[src/rtl/pipe_stage_reg_if.sv]
// Handshake/payload bundle between pipeline control, the upstream stage and a pipe_stage_reg.
// The master side drives stall/bubble and the upstream payload; the slave side is the register.
interface pipe_stage_reg_if #(
   parameter int unsigned W_DATA  = 64,
   parameter int unsigned N_WORDS = 2,
   parameter int unsigned CNT_W   = 16
);
   localparam int unsigned W_BUS = N_WORDS * W_DATA;

   logic             stall;
   logic             bubble;
   logic [2:0]       in_stat;
   logic [3:0]       in_icode;
   logic             in_cnd;
   logic [3:0]       in_dstE;
   logic [3:0]       in_dstM;
   logic [W_BUS-1:0] in_data;

   logic [2:0]       out_stat;
   logic [3:0]       out_icode;
   logic             out_cnd;
   logic [3:0]       out_dstE;
   logic [3:0]       out_dstM;
   logic [W_BUS-1:0] out_data;
   logic             out_valid;
   logic             exc_held;
   logic             ctl_err;
   logic [CNT_W-1:0] stall_cnt;
   logic [CNT_W-1:0] bubble_cnt;

   modport master (
      output stall, bubble, in_stat, in_icode, in_cnd, in_dstE, in_dstM, in_data,
      input  out_stat, out_icode, out_cnd, out_dstE, out_dstM, out_data,
      input  out_valid, exc_held, ctl_err, stall_cnt, bubble_cnt
   );

   modport slave (
      input  stall, bubble, in_stat, in_icode, in_cnd, in_dstE, in_dstM, in_data,
      output out_stat, out_icode, out_cnd, out_dstE, out_dstM, out_data,
      output out_valid, exc_held, ctl_err, stall_cnt, bubble_cnt
   );
endinterface

[src/rtl/pipe_stage_reg.sv]
// Generic Y86-64 inter-stage pipeline register with stall hold, bubble injection,
// exception freeze, sticky stall/bubble conflict flag and saturating activity counters.
module pipe_stage_reg #(
   parameter int unsigned W_DATA        = 64,
   parameter int unsigned N_WORDS       = 2,
   parameter int unsigned CNT_W         = 16,
   parameter bit          FREEZE_ON_EXC = 1'b1,
   parameter logic [2:0]  BUB_STAT      = 3'd0,
   parameter logic [2:0]  AOK_STAT      = 3'd1,
   parameter logic [3:0]  NOP_ICODE     = 4'h1,
   parameter logic [3:0]  RNONE         = 4'hF
) (
   input  logic               clk,
   input  logic               rst,
   pipe_stage_reg_if.slave    bus
);
   localparam int unsigned W_BUS = N_WORDS * W_DATA;

   logic [2:0]       r_stat;
   logic [3:0]       r_icode;
   logic             r_cnd;
   logic [3:0]       r_dstE;
   logic [3:0]       r_dstM;
   logic [W_BUS-1:0] r_data;
   logic             r_valid;
   logic             r_ctl_err;
   logic [CNT_W-1:0] r_stall_cnt;
   logic [CNT_W-1:0] r_bubble_cnt;

   logic             w_exc_held;
   logic             w_do_bubble;
   logic             w_do_hold;
   logic             w_stall_sat;
   logic             w_bubble_sat;

   // Frozen whenever a genuine exception status sits in the register.
   assign w_exc_held   = FREEZE_ON_EXC && (r_stat != AOK_STAT) && (r_stat != BUB_STAT);
   assign w_do_bubble  = !w_exc_held && bus.bubble;
   assign w_do_hold    = !w_exc_held && !bus.bubble && bus.stall;
   assign w_stall_sat  = &r_stall_cnt;
   assign w_bubble_sat = &r_bubble_cnt;

   always_ff @(posedge clk or posedge rst) begin
      if (rst) begin
         r_stat       <= BUB_STAT;
         r_icode      <= NOP_ICODE;
         r_cnd        <= 1'b0;
         r_dstE       <= RNONE;
         r_dstM       <= RNONE;
         r_data       <= '0;
         r_valid      <= 1'b0;
         r_ctl_err    <= 1'b0;
         r_stall_cnt  <= '0;
         r_bubble_cnt <= '0;
      end else begin
         // Conflict is recorded regardless of freeze so misbehaving control is never masked.
         if (bus.stall && bus.bubble) begin
            r_ctl_err <= 1'b1;
         end

         if (w_do_bubble) begin
            r_stat  <= BUB_STAT;
            r_icode <= NOP_ICODE;
            r_cnd   <= 1'b0;
            r_dstE  <= RNONE;
            r_dstM  <= RNONE;
            r_data  <= '0;
            r_valid <= 1'b0;
            if (!w_bubble_sat) begin
               r_bubble_cnt <= r_bubble_cnt + CNT_W'(1);
            end
         end else if (w_do_hold) begin
            if (!w_stall_sat) begin
               r_stall_cnt <= r_stall_cnt + CNT_W'(1);
            end
         end else if (!w_exc_held) begin
            r_stat  <= bus.in_stat;
            r_icode <= bus.in_icode;
            r_cnd   <= bus.in_cnd;
            r_dstE  <= bus.in_dstE;
            r_dstM  <= bus.in_dstM;
            r_data  <= bus.in_data;
            r_valid <= 1'b1;
         end
      end
   end

   assign bus.out_stat   = r_stat;
   assign bus.out_icode  = r_icode;
   assign bus.out_cnd    = r_cnd;
   assign bus.out_dstE   = r_dstE;
   assign bus.out_dstM   = r_dstM;
   assign bus.out_data   = r_data;
   assign bus.out_valid  = r_valid;
   assign bus.exc_held   = w_exc_held;
   assign bus.ctl_err    = r_ctl_err;
   assign bus.stall_cnt  = r_stall_cnt;
   assign bus.bubble_cnt = r_bubble_cnt;
endmodule

[src/flat_wrapper.sv]
// flat-port wrapper written by rule: the top's interface ports become plain ports
module pipe_stage_reg_flat 
#(
   parameter int unsigned W_DATA        = 64,
   parameter int unsigned N_WORDS       = 2,
   parameter int unsigned CNT_W         = 16,
   parameter bit          FREEZE_ON_EXC = 1'b1,
   parameter logic [2:0]  BUB_STAT      = 3'd0,
   parameter logic [2:0]  AOK_STAT      = 3'd1,
   parameter logic [3:0]  NOP_ICODE     = 4'h1,
   parameter logic [3:0]  RNONE         = 4'hF
)
  (clk, rst, bus_stall, bus_bubble, bus_in_stat, bus_in_icode, bus_in_cnd, bus_in_dstE, bus_in_dstM, bus_in_data, bus_out_stat, bus_out_icode, bus_out_cnd, bus_out_dstE, bus_out_dstM, bus_out_data, bus_out_valid, bus_exc_held, bus_ctl_err, bus_stall_cnt, bus_bubble_cnt);
  pipe_stage_reg_if #(.W_DATA(W_DATA), .N_WORDS(N_WORDS), .CNT_W(CNT_W)) bus_i ();
  input  logic clk;
  input  logic rst;
  input wire logic [$bits(bus_i.stall)-1:0] bus_stall;
  input wire logic [$bits(bus_i.bubble)-1:0] bus_bubble;
  input wire logic [$bits(bus_i.in_stat)-1:0] bus_in_stat;
  input wire logic [$bits(bus_i.in_icode)-1:0] bus_in_icode;
  input wire logic [$bits(bus_i.in_cnd)-1:0] bus_in_cnd;
  input wire logic [$bits(bus_i.in_dstE)-1:0] bus_in_dstE;
  input wire logic [$bits(bus_i.in_dstM)-1:0] bus_in_dstM;
  input wire logic [$bits(bus_i.in_data)-1:0] bus_in_data;
  output wire logic [$bits(bus_i.out_stat)-1:0] bus_out_stat;
  output wire logic [$bits(bus_i.out_icode)-1:0] bus_out_icode;
  output wire logic [$bits(bus_i.out_cnd)-1:0] bus_out_cnd;
  output wire logic [$bits(bus_i.out_dstE)-1:0] bus_out_dstE;
  output wire logic [$bits(bus_i.out_dstM)-1:0] bus_out_dstM;
  output wire logic [$bits(bus_i.out_data)-1:0] bus_out_data;
  output wire logic [$bits(bus_i.out_valid)-1:0] bus_out_valid;
  output wire logic [$bits(bus_i.exc_held)-1:0] bus_exc_held;
  output wire logic [$bits(bus_i.ctl_err)-1:0] bus_ctl_err;
  output wire logic [$bits(bus_i.stall_cnt)-1:0] bus_stall_cnt;
  output wire logic [$bits(bus_i.bubble_cnt)-1:0] bus_bubble_cnt;
  assign bus_i.stall = bus_stall;
  assign bus_i.bubble = bus_bubble;
  assign bus_i.in_stat = bus_in_stat;
  assign bus_i.in_icode = bus_in_icode;
  assign bus_i.in_cnd = bus_in_cnd;
  assign bus_i.in_dstE = bus_in_dstE;
  assign bus_i.in_dstM = bus_in_dstM;
  assign bus_i.in_data = bus_in_data;
  assign bus_out_stat = bus_i.out_stat;
  assign bus_out_icode = bus_i.out_icode;
  assign bus_out_cnd = bus_i.out_cnd;
  assign bus_out_dstE = bus_i.out_dstE;
  assign bus_out_dstM = bus_i.out_dstM;
  assign bus_out_data = bus_i.out_data;
  assign bus_out_valid = bus_i.out_valid;
  assign bus_exc_held = bus_i.exc_held;
  assign bus_ctl_err = bus_i.ctl_err;
  assign bus_stall_cnt = bus_i.stall_cnt;
  assign bus_bubble_cnt = bus_i.bubble_cnt;
  pipe_stage_reg #(.W_DATA(W_DATA), .N_WORDS(N_WORDS), .CNT_W(CNT_W), .FREEZE_ON_EXC(FREEZE_ON_EXC), .BUB_STAT(BUB_STAT), .AOK_STAT(AOK_STAT), .NOP_ICODE(NOP_ICODE), .RNONE(RNONE)) u_core (.clk(clk), .rst(rst), .bus(bus_i));
endmodule
[config.mk]
export PLATFORM = sky130hd
export DESIGN_NAME = pipe_stage_reg_flat
export DESIGN_NICKNAME = d
export VERILOG_FILES = /design/src/rtl/pipe_stage_reg_if.sv /design/src/rtl/pipe_stage_reg.sv /design/src/flat_wrapper.sv
export SDC_FILE = /design/constraint.sdc
export NUM_CORES = 1
export LEC_CHECK = 0
export ABC_AREA = 1
export BUFFER_PORTS_ARGS = -buffer_cell sky130_fd_sc_hd__buf_2
export CAP_MARGIN = 10
export CORE_AREA = 2 2 148 150
export DETAILED_ROUTE_END_ITERATION = 6
export DIE_AREA = 0 0 150 152
export HOLD_SLACK_MARGIN = 0.06
export PLACE_DENSITY = 0.68
export SYNTH_ARGS = -nofsm -noshare
export SYNTH_HDL_FRONTEND = slang
export SYNTH_SLANG_ARGS = --single-unit
[constraint.sdc]
create_clock -name clk -period 8.5 [get_ports clk]
set_input_delay 1.7 -clock clk [delete_from_list [all_inputs] [get_ports clk]]
set_output_delay 1.7 -clock clk [all_outputs]
set_load 0.02 [all_outputs]
==> summary.txt <==
Status - completed
CTS max path bufs - 2
Final Setup Violations - 0
Skew final - 0.0134 ns
Fin Hold WS - 0.459 ns
Dpl ws - 4.01 ns
Min-Delay Path Class - register to register
Register area - 4470 um2
Yosys top cell by area - dfrtp_1
Commonest non-fill, non-tap cell in the layout - nand2_1
Final wirelength - 21000 um
Critical Path AT - 4.40 ns
H-tree depth - 4
Leakage power - 5.76 nW
Design Area, Final - 9860 um2
Post-route ant nets - 0
Total number of vias - 6711
Seq/Total Area, Yosys - 59.7%
Most frequent cells in the layout - 533 x nand2_1, 326 x buf_2, 169 x dfrtp_1
CTS tree - done
DR vias/cell - 4.49
Max-slew headroom - 31.8%
CP Capture Type - register
DR DRC count - 0
Synth unique cells - 23
Crit path launch type - input pin
Netlist Area Pre-Place - 7480 um2
Unrepaired setup endpoints after global routing - no
Die height - 152 um
Post-Synthesis Cells - 888
Pre-antenna DRT Iters - 4
Fin nets - 1352
Synth area leaders - dfrtp_1 57%, nand2_1 27%, dfstp_2 3.2%, nor2_1 1.7%, inv_1 1.3%
Wire per inst - 14.0 um
Starting Density - 35.1%
Final period util - 47.7%
Worst Max-Slew Pin Slew - 1.02 ns
Non-Filler Instances - 1496
Fillers - 2128
Port Buffers - 326
Mean post-synth cell area - 8.43 um2
Largest net degree at the start of global routing - 112
Die ar. - 22800 um2
Routability cong. - 0.858
Critical Path RT - 8.85 ns
Max-cap violation count - 0
Initial antenna violation count - 1
Post-CTS Resized - 0
Gr ovfl total - 0
Hold Fails Final Rpt - 0
Layout cells sized above 1 - 31.8%
Hold buffer count at CTS - 0
Peak supply drop - 0.000110 V
Area grow syn2layout - 31.8%
Final Max Slew Viols - 0
Row cnt - 54
DRT iter0 DRCs - 268
Syn Nets - 1038
Die width - 150 um
Max frequency - 247 MHz
Pwr Density - 189 nW/um2
Setup WS post-layout - 4.45 ns
Vias in the first global route - 6410
FF+latch count, synth - 178
Share of the synthesized area in the top cell type - 56.5%
Postcts setup bufs - 0
Clock Tree Root - clkbuf_16
DP Wirelength - 15000 um
Core area - 21400 um2
Multi-input combinational cell area - 2680 um2
First-pass GRT wire length - 33300 um
TNS Setup - 0 ns
Setup CP Type - input pin to register
Total track usage - 18.2%
Clk pin slew, worst setup/hold paths - 0.07 ns
Worst skew pair latency - 0.42 ns
CTS buffer count - 17
Clk sink count - 178
Placed cells - 1463
Placed cell areas - 9270 um2
Ports - 327
CP max FO - 83
Synth warnings - 0
Crit path time final - 4.05 ns
[registers in the layout, summed over array words and instances (netlist names)]
signal / count
u_core.bus.out_dstM: 4
u_core.bus.out_stat: 3
u_core.bus.ctl_err: 1
u_core.bus.out_icode: 4
u_core.bus.bubble_cnt: 16
u_core.bus.stall_cnt: 16
u_core.bus.out_dstE: 4
u_core.bus.out_valid: 1
u_core.bus.out_cnd: 1
u_core.bus.out_data: 128
[kinds of logic after synthesis]
family                   Yosys count  share of synthesized area [%]
AO/OA/AOI/OAI                     23                           2.17
XOR/XNOR                          15                           1.76
adder cells (fa/ha/maj)            2                          0.334
buffers and inverters             65                           4.60
flip-flops                       178                           59.7
AND/OR/NAND/NOR                  605                           31.5
[Yosys cell counts (all sizes together)]
cell,number
a21o,1
buf,34
dfrtp,169
dfstp,9
ha,2
inv,31
nand2,538
nand3,16
nand4,13
nor2,38
o21ai,13
o22a,9
xnor2,7
xor2,8
[area by class of cell]
type	count	area share [%]
inverter	31	1.28
tap	280	3.55
antenna	1	0.0254
clock buffer	18	4.35
timing repair buffer	329	16.8
sequential	178	45.3
clock inverter	14	1.64
multi-input combinational	645	27.1
[power by group]
group | total, mW | switching, mW | internal [mW]
Sequential | 0.904 | 0.0196 | 0.885
Clock | 0.792 | 0.370 | 0.422
Combinational | 0.173 | 0.108 | 0.0649
Total | 1.87 | 0.498 | 1.37
[critical path, stage by stage]
cell	delay (ns)
buf_2	0.09
inv_2	0.04
nand2_1	0.06
nor2_2	0.05
nor2_2	0.42
nand2_1	0.44
inv_4	0.53
buf_4	0.73
nand2_1	0.14
nand2_1	0.10
[metrics by stage]
stage	total power, mW	utilization (%)
floorplan	1.01	-
global placement	1.09	43.4
detailed placement	1.10	43.4
CTS	1.90	46.2
global route	1.95	46.2
finish	1.87	46.2
[worst paths after layout]
| check | start | endpoint | slack [ns] | depth (start not counted) |
|---|---|---|---|---|
| max in group asynchronous | rst | u_core.bus.out_data[72] | 5.46 | 3 |
| min reg2reg | u_core.bus.ctl_err | u_core.bus.ctl_err | 0.46 | 1 |
| min | u_core.bus.ctl_err | u_core.bus.ctl_err | 0.46 | 1 |
| min in group asynchronous | rst | u_core.bus.out_data[43] | 1.47 | 2 |
| max | bus_bubble | u_core.bus.out_data[22] | 4.45 | 10 |
| max reg2reg | u_core.bus.out_stat[2] | u_core.bus.out_data[22] | 5.35 | 9 |
[layer usage]
layer	part of all wire [%]	track usage, %	vias up
li1	-	-	3351
met1	44	23.3	3089
met2	46	29.5	249
met3	7.8	5.50	22
met4	2.2	5.66	0
met5	0	0	-
Note: power is estimated with default switching activity, not from simulation.
